## src/rtl/uart_io_regs.sv

```systemverilog
// uart_io_regs: CPU memory-mapped UART peripheral.
//   Buffers CPU TX bytes and drains them into the UART loop
//   (uart_io_char/uart_io_we, back-pressured by uart_io_full). Captures received
//   chars (rout/rout_en) into an RX FIFO while the CPU runs. Owns uart_term.
// Ports:
//   clk, rst                   clock, synchronous active-high reset
//   io_we/io_wadr/io_wdata     CPU write port (word address [15:2])
//   io_re/io_radr/io_rdata     CPU read port, one-cycle latency, 0 when no hit
//   cpu_run_state              gates RX capture
//   rout_en/rout               received char stream
//   uart_io_char/uart_io_we    TX char to UART loop; uart_io_full back-pressure
//   uart_term                  baud term
//   rx_irq                     level RX interrupt
// Optional: define UART_IO_LOOPBACK_EN to make CTRL bit2 a TX->RX loopback.
module uart_io_regs #(
  parameter logic [13:0] ADR_BASE     = 14'h3E00,
  parameter int          TX_DEPTH_LOG = 2,
  parameter int          RX_DEPTH_LOG = 3,
  parameter logic [15:0] TERM_DEF     = 16'd434
) (
  input  logic        clk,
  input  logic        rst,
  input  logic        io_we,
  input  logic [13:0] io_wadr,
  input  logic [31:0] io_wdata,
  input  logic        io_re,
  input  logic [13:0] io_radr,
  output logic [31:0] io_rdata,
  input  logic        cpu_run_state,
  input  logic        rout_en,
  input  logic [7:0]  rout,
  output logic [7:0]  uart_io_char,
  output logic        uart_io_we,
  input  logic        uart_io_full,
  output logic [15:0] uart_term,
  output logic        rx_irq
);
  localparam int TXD = 1 << TX_DEPTH_LOG;
  localparam int RXD = 1 << RX_DEPTH_LOG;

  logic [TX_DEPTH_LOG:0]     tx_wp_q, tx_wp_d, tx_rp_q, tx_rp_d;
  logic [RX_DEPTH_LOG:0]     rx_wp_q, rx_wp_d, rx_rp_q, rx_rp_d;
  logic [TXD-1:0][7:0]       tx_mem_q, tx_mem_d;
  logic [RXD-1:0][7:0]       rx_mem_q, rx_mem_d;
  logic                      rx_ovr_q, rx_ovr_d, tx_ovr_q, tx_ovr_d;
  logic                      irq_en_q, irq_en_d;
  logic [15:0]               term_q, term_d;
  logic [31:0]               rdata_q, rdata_d;
  logic                      io_we_q, io_we_d, rx_irq_q, rx_irq_d;
  logic [7:0]                io_char_q, io_char_d;
  logic                      lpbk;

  logic [13:0] woff, roff;
  logic        wr_tx, wr_st, wr_ctrl, wr_term, rd_rx;
  logic        tx_empty, tx_full, rx_empty, rx_full;
  logic        drain_go, rx_push_req, rx_pop, rx_acc;
  logic [7:0]  tx_head, rx_head, rx_push_data;
  logic [RX_DEPTH_LOG:0] rx_cnt;
  logic [31:0] status;

  // Offsets wrap modulo 2^14, so anything below ADR_BASE lands far out of range.
  assign woff    = io_wadr - ADR_BASE;
  assign roff    = io_radr - ADR_BASE;
  assign wr_tx   = io_we && (woff == 14'd0);
  assign wr_st   = io_we && (woff == 14'd2);
  assign wr_ctrl = io_we && (woff == 14'd3);
  assign wr_term = io_we && (woff == 14'd4);
  assign rd_rx   = io_re && (roff == 14'd1);

  assign tx_empty = (tx_wp_q == tx_rp_q);
  assign tx_full  = (tx_wp_q[TX_DEPTH_LOG] != tx_rp_q[TX_DEPTH_LOG]) &&
                    (tx_wp_q[TX_DEPTH_LOG-1:0] == tx_rp_q[TX_DEPTH_LOG-1:0]);
  assign rx_empty = (rx_wp_q == rx_rp_q);
  assign rx_full  = (rx_wp_q[RX_DEPTH_LOG] != rx_rp_q[RX_DEPTH_LOG]) &&
                    (rx_wp_q[RX_DEPTH_LOG-1:0] == rx_rp_q[RX_DEPTH_LOG-1:0]);
  assign tx_head  = tx_mem_q[tx_rp_q[TX_DEPTH_LOG-1:0]];
  assign rx_head  = rx_mem_q[rx_rp_q[RX_DEPTH_LOG-1:0]];
  assign rx_cnt   = rx_wp_q - rx_rp_q;

`ifdef UART_IO_LOOPBACK_EN
  logic lpbk_q, lpbk_d;
  assign lpbk   = lpbk_q;
  assign lpbk_d = wr_ctrl ? io_wdata[2] : lpbk_q;
  always_ff @(posedge clk) begin
    if (rst) lpbk_q <= 1'b0;
    else     lpbk_q <= lpbk_d;
  end
`else
  assign lpbk = 1'b0;
`endif

  // Uart-bound drain is throttled by its own strobe (one char per 2 cycles),
  // which covers the one-cycle lag of uart_io_full. Loopback only needs RX room.
  assign drain_go     = !tx_empty && (lpbk ? !rx_full : (!uart_io_full && !io_we_q));
  assign rx_push_req  = lpbk ? drain_go : (rout_en && cpu_run_state);
  assign rx_push_data = lpbk ? tx_head : rout;
  assign rx_pop       = rd_rx && !rx_empty;
  assign rx_acc       = rx_push_req && (!rx_full || rx_pop);

  always_comb begin
    status                        = '0;
    status[0]                     = !rx_empty;
    status[1]                     = tx_full;
    status[2]                     = tx_empty;
    status[3]                     = rx_ovr_q;
    status[4]                     = tx_ovr_q;
    status[8 +: RX_DEPTH_LOG+1]   = rx_cnt;
  end

  always_comb begin
    tx_wp_d   = tx_wp_q;
    tx_rp_d   = tx_rp_q;
    rx_wp_d   = rx_wp_q;
    rx_rp_d   = rx_rp_q;
    tx_mem_d  = tx_mem_q;
    rx_mem_d  = rx_mem_q;
    rx_ovr_d  = rx_ovr_q;
    tx_ovr_d  = tx_ovr_q;
    irq_en_d  = irq_en_q;
    term_d    = term_q;
    rdata_d   = '0;
    io_we_d   = drain_go && !lpbk;
    io_char_d = io_char_q;
    rx_irq_d  = !rx_empty && irq_en_q;

    // TX push: a full FIFO drops the byte even if a drain happens this cycle.
    if (wr_tx) begin
      if (!tx_full) begin
        tx_mem_d[tx_wp_q[TX_DEPTH_LOG-1:0]] = io_wdata[7:0];
        tx_wp_d = tx_wp_q + 1'b1;
      end
    end
    if (drain_go) begin
      tx_rp_d = tx_rp_q + 1'b1;
      if (!lpbk) io_char_d = tx_head;
    end

    // RX: a pop in the same cycle frees the slot a full-FIFO push writes into.
    if (rx_acc) begin
      rx_mem_d[rx_wp_q[RX_DEPTH_LOG-1:0]] = rx_push_data;
      rx_wp_d = rx_wp_q + 1'b1;
    end
    if (rx_pop) rx_rp_d = rx_rp_q + 1'b1;

    // Sticky flags: clear first so a same-cycle set event wins.
    if (wr_st && io_wdata[3]) rx_ovr_d = 1'b0;
    if (wr_st && io_wdata[4]) tx_ovr_d = 1'b0;
    if (rx_push_req && rx_full && !rx_pop) rx_ovr_d = 1'b1;
    if (wr_tx && tx_full)                  tx_ovr_d = 1'b1;

    if (wr_ctrl) irq_en_d = io_wdata[0];
    if (wr_term) term_d   = io_wdata[15:0];

    if (io_re) begin
      case (roff)
        14'd1:   rdata_d = rx_empty ? 32'd0 : {23'd0, 1'b1, rx_head};
        14'd2:   rdata_d = status;
        14'd3:   rdata_d = {29'd0, lpbk, 1'b0, irq_en_q};
        14'd4:   rdata_d = {16'd0, term_q};
        default: rdata_d = '0;
      endcase
    end
  end

  always_ff @(posedge clk) begin
    if (rst) begin
      tx_wp_q   <= '0;
      tx_rp_q   <= '0;
      rx_wp_q   <= '0;
      rx_rp_q   <= '0;
      rx_ovr_q  <= 1'b0;
      tx_ovr_q  <= 1'b0;
      irq_en_q  <= 1'b0;
      term_q    <= TERM_DEF;
      rdata_q   <= '0;
      io_we_q   <= 1'b0;
      io_char_q <= '0;
      rx_irq_q  <= 1'b0;
    end else begin
      tx_wp_q   <= tx_wp_d;
      tx_rp_q   <= tx_rp_d;
      rx_wp_q   <= rx_wp_d;
      rx_rp_q   <= rx_rp_d;
      rx_ovr_q  <= rx_ovr_d;
      tx_ovr_q  <= tx_ovr_d;
      irq_en_q  <= irq_en_d;
      term_q    <= term_d;
      rdata_q   <= rdata_d;
      io_we_q   <= io_we_d;
      io_char_q <= io_char_d;
      rx_irq_q  <= rx_irq_d;
    end
  end

  // Storage needs no reset: contents are only visible between the pointers.
  always_ff @(posedge clk) begin
    tx_mem_q <= tx_mem_d;
    rx_mem_q <= rx_mem_d;
  end

  assign io_rdata     = rdata_q;
  assign uart_io_we   = io_we_q;
  assign uart_io_char = io_char_q;
  assign uart_term    = term_q;
  assign rx_irq       = rx_irq_q;
endmodule

```

## config.mk

```make
export PLATFORM = sky130hd
export DESIGN_NAME = uart_io_regs
export DESIGN_NICKNAME = d
export VERILOG_FILES = /design/src/rtl/uart_io_regs.sv
export SDC_FILE = /design/constraint.sdc
export NUM_CORES = 1
export LEC_CHECK = 0
export ABC_AREA = 1
export CAP_MARGIN = 20
export CORE_MARGIN = 4
export CORE_UTILIZATION = 30
export CTS_CLUSTER_SIZE = 12
export DETAILED_ROUTE_END_ITERATION = 6
export GPL_ROUTABILITY_DRIVEN = 0
export PLACE_DENSITY = 0.52
export SETUP_SLACK_MARGIN = 0.05
export SLEW_MARGIN = 10
export SYNTH_ARGS = -nofsm -noshare
export SYNTH_HDL_FRONTEND = slang
export SYNTH_SLANG_ARGS = --single-unit
```

## constraint.sdc

```tcl
create_clock -name clk -period 3.5 [get_ports clk]
set_input_delay 0.35 -clock clk [delete_from_list [all_inputs] [get_ports clk]]
set_output_delay 0.35 -clock clk [all_outputs]
set_load 0.02 [all_outputs]
```

* Word-level counts from Yosys, hierarchy flattened *
Cells that the tools add are included.

operators by class
  add/sub/neg operators = 7
  magnitude comparators = 6
  equal/unequal tests = 13
  muxes and demuxes = 16
  bitwise operators = 2
  reduce and logical (&&, ||, !) cells = 32

operator list
  cell                    number
  $bwmux 64               1
  $pmux 16 s4             1
  $eq 14x2->1 const B     4
  $bwmux 32               1
  $mux 8                  4
  $eq 14x3->1 const B     2
  $sub 14x14->14 const B  2
  $bmux 8 s3              1
  $demux 8 s3             1
  $logic_and 1x1->1       20
  $bmux 8 s2              1
  $demux 8 s2             1
  $eq 14x1->1 const B     1
  $logic_not 14->1        1
  $mux 9                  1
  $add 4x1->4 const B     2
  $lt 3x4->1 const B      2
  $add 3x1->3 const B     2
  $eq 3x3->1              2
  $logic_not 1->1         6
  $lt 2x3->1 const B      2
  $eq 4x4->1              1
  $mux 1                  4
  $reduce_bool 2->1       2
  9 further kinds         11

storage, ports and cells
  register bits = 171
  input port bits = 75
  output and inout bits = 58
  logic and storage cells = 100

* Logic depth before layout (Yosys ltp) *
  word-level depth = 7
  mapped depth = 15
  mapped depth without buffers = 13

* Worst setup path after synthesis *
No wires, ideal clock.

  path kind = register -> register
  start = register rx_rp_q[2]
  end = register rx_mem_q[10] in the netlist's numbering (enable)
  setup time = 0.370 ns
  arrival time = 2.247 ns
  data required time = 3.130 ns
  slack = 0.883 ns
  cell stages (with the launch flop) = 14
  buffers on the path = 2
  period minus slack after synthesis = 2.617 ns
  path through = dfxtp_1 > clkbuf_1 > inv_1 > clkbuf_1 > ha_1 > nand2_1 > nor2_1 > nand2_4 > nand2_4 > nor2_8 > nand2_8 > nand2_8 > nand3_4 > nor2_1

between the ends
  longest elaborated chain between the ends = 5
  elaborated cells on any way between the ends = 8
  those cells by class = eq/ne (2); reduce/logical (6)

ends and longest elaborated chain
  element                                                      RTL line  source
  start, declared                                              42        logic [RX_DEPTH_LOG:0] rx_wp_q, rx_wp_d, rx_rp_q, rx_rp_d;
  start signal, assigned                                       183       rx_rp_q <= rx_rp_d;
  $eq 4x4->1 / $eq 3x3->1 (equally long branches)              73, 75
  $logic_not 1->1 / $logic_and 1x1->1 (equally long branches)  97, 74
  $logic_and 1x1->1 / $logic_not 1->1 (equally long branches)  97, 98
  $logic_or 1x1->1 *                                           98        assign rx_acc = rx_push_req && (!rx_full || rx_pop);
  $logic_and 1x1->1 *                                          98
  end signal, assigned                                         198       rx_mem_q <= rx_mem_d;
  end, declared                                                44        logic [RXD-1:0][7:0] rx_mem_q, rx_mem_d;

Mark *: on every way between the ends. The rest lies on a longest branch, timed or not.
A chain may end at the register's enable or synchronous reset.

* Worst setup path after layout *
  start = register rx_rp_q[2]
  end = register rx_mem_q[5] in the netlist's numbering (enable)

The elaborated chain is that of the path after synthesis.

==> results.txt <==
----------------------------------------------------
[Floorplanning]
  Die Area ... 25300 um^2
  Core Rows ... 55
  I/O pin count ... 133
  Area inside the core boundary ... 22600 um^2
  Initial standard-cell utilization of the core ... 0.303
  Die height ... 159 um
  Width of the die ... 159 um

[Worst setup path]
  Crit path capture type ... flip-flop
  Reg2Reg Setup Slack ... 0.72 ns
  Critical path peak fanout ... 11
  Most common cell on crit path ... nand2_4
  Worst Setup Path Type ... flip-flop to flip-flop
  Crit path required time ... 3.62 ns
  Number of buffer and inverter instances along the worst setup path ... 2
  Crit-path cells ... inv_1, ha_1, nand2_1, nor2_1, nand2_4, nand2_4, nor2_8, nand2_8, nand2_8, nand2_4, nor3_2, buf_4
  CP max stage delay ... 0.59 ns
  Startpoint type of the worst setup path ... flip-flop
  CP delay by family, top ... simple AND/OR/NAND/NOR gates
  Master of the slowest instance on the critical path ... dfxtp_1
  Worst path arrival time ... 2.91 ns

[STA]
  Actual slew at the worst max-slew pin ... 0.772 ns
  Post-route fraction of the period consumed by the critical path ... 0.796
  Max Clk Rate ... 359 MHz
  Setup tns final ... 0 ns
  Fin. Hold Viols ... 0
  Final Skew ... 0.00732 ns
  RSZ-0062 raised after global routing ... no
  Final Critical Period ... 2.78 ns
  Slew margin rel. ... 0.484
  Final setup vio count ... 0
  Pins Over Slew Limit ... 0
  Final worst hold slack ... 0.465 ns

[Cells and area]
  Final layout net count ... 904
  Antenna cells ... 0
  Ratio of cells with drive above 1 in the final layout ... 0.101
  Most frequent standard cell in the layout excluding fill and tap cells ... nor2_1
  Finished Core Util ... 0.385
  Top library cells by usage in the layout, fill and taps aside ... nor2_1 (130), nand2_1 (105), clkdlybuf4s50_1 (100)
  Relative area change from synthesis to final layout ... 26.9%
  Fill cell total of the finished layout ... 2232

[Synth]
  Sequential fraction of the synthesis area ... 0.594
  Main synth FF type ... edfxtp_1
  Cell Area, Synth ... 6850 um^2
  Number of synthesized flops with an enable pin ... 96
  Number of standard cells after synthesis ... 710
  Count of synthesis-stage warnings from yosys ... 0
  Post-synth ARST share ... 0
  Average cell area after synthesis ... 9.64 um^2
  Synth unique cells ... 35
  Register bit count reported by yosys ... 155

[Status]
  Result of the run ... finished clean

[Global routing]
  Via count of the first global-routing pass ... 4916
  Global-route wire length before repair ... 26.7 mm
  Number of antenna violations at the first check in global routing ... 0
  Maximum number of pins on one net before global-route repair ... 37
  Global-route usage over all layers ... 0.132
  Overall overflow remaining after global route ... 0

[Clock network]
  Count of H-tree levels built during CTS ... 4
  Number of sinks on the clock net ... 155
  Buffer type at the clock tree root ... clkbuf_16
  Maximum buffer depth of the clock tree ... 2
  Reg clk slew, reported paths ... 0.06 ns
  Gates resized, CTS repair ... 0
  CTS tree ... done
  Clock buffers created by TritonCTS ... 17
  Post CTS Setup Buffer Count ... 0
  Clock latency on the worst-skew pair ... 0.42 ns
  Number of hold buffers added after cts ... 0

[Place]
  HPWL Detailed ... 11.8 mm
  Count of input and output buffers ... 100

[Drt]
  DR DRC count ... 0
  Number of iterations in the first detailed-routing pass ... 4
  Total via count in the routed design ... 5051
  Detailed-route vias per instance ... 4.53
  Remaining number of nets flagged by the antenna check after routing ... 0
  Final WL ... 16.6 mm
  DRC violation total after the first TritonRoute iteration ... 328
  Average wire length per cell after detail routing ... 14.9 um

[Power and ir drop]
  Cell area power density ... 466 nW/um^2
  Leakage power summed over all cells ... 3.25 nW
  Total Power ... 0.00405 W
  VDD IR-drop max ... 0.289 mV

[Min path]
  Path category of the worst min-delay check ... flip-flop to flip-flop

[Run]
  MaxCap Viol Count ... 0

----------------------------------------------------
cells in the mapped netlist, drive strengths merged (4+ instances only):
cell type  instances  area share
edfxtp            96        0.42
o22ai             19       0.017
o21ai             82       0.060
nor2             132       0.076
nand4              5      0.0046
clkbuf            11      0.0060
nor3              13       0.016
buf               32       0.031
nand3             32       0.026
a21oi             32       0.023
nand2            113       0.073
xnor2              4      0.0062
inv               57       0.031
ha                12       0.022
nand3b             4      0.0044
dfxtp             59        0.17
flip-flops by register name, summed over array words and instances (netlist names), 3 cells and up:
signal and count:
rx_mem_q 64, tx_mem_q 32, io_rdata 16, uart_term 16, uart_io_char 8, rx_rp_q 4
rx_wp_q 4, tx_rp_q 3, tx_wp_q 3
through the flow:
step | setup WS [ns] | area [um^2] | std cells
2_1_floorplan | 0.883 | 6900 | 725
3_3_place_gp | 0.694 | 8120 | 1082
3_5_place_dp | 0.669 | 8120 | 1082
4_1_cts | 0.684 | 8690 | 1114
5_1_grt | 0.522 | 8690 | 1114
6_report | 0.715 | 8690 | 1114
report_power, final:
part,total [W],internal (W),leakage (nW),switching (W)
logic,0.000305,0.000132,1.63,0.000174
clock network,0.00176,0.00103,0.280,0.000733
registers,0.00198,0.00196,1.34,0.0000185
total,0.00405,0.00312,3.25,0.000925
worst paths after layout:
kind	startpoint	endpoint	depth (start not counted)
max	rx_rp_q[2]$_SDFFE_PP0P_	rx_mem_q[5]$_DFFE_PP_	12
min reg2reg	irq_en_q$_SDFFE_PP0P_	rx_irq$_SDFF_PP0_	2
max reg2reg	rx_rp_q[2]$_SDFFE_PP0P_	rx_mem_q[5]$_DFFE_PP_	12
min	irq_en_q$_SDFFE_PP0P_	rx_irq$_SDFF_PP0_	2
routing by layer:
metal,routed length [um],GRT usage,vias up
met5,0,0,-
met4,204,0.0473,0
met3,698,0.0300,16
met2,8040,0.220,110
met1,7620,0.170,2348
li1,-,-,2577
cell families (layout without fill, tap and decap cells):
logic type | after synthesis | in the layout | synth area share
other cells | 1 | 16 | 0.000548
compound gates | 134 | 134 | 0.102
fa+ha+maj | 13 | 13 | 0.0249
xor+xnor | 6 | 6 | 0.00877
buf+inv | 100 | 204 | 0.0683
flops | 155 | 155 | 0.594
simple gates | 301 | 301 | 0.202
worst min-delay path: stages (launching register included):
cell	delay (ns)
dfxtp_1	0.33
nand2_1	0.07
nor2_1	0.03
area by class of cell:
class                   instances  area, um^2  share of cell area
inverters                      57         214              0.0246
clock buffers                  23         510              0.0588
multi-input cells             470        2370               0.273
repair buffers                115        1110               0.128
flip-flops and latches        155        4060               0.468
well taps                     285         357              0.0410
clock inverters                 9        58.8             0.00677
Power figures use the tool's default switching activity.
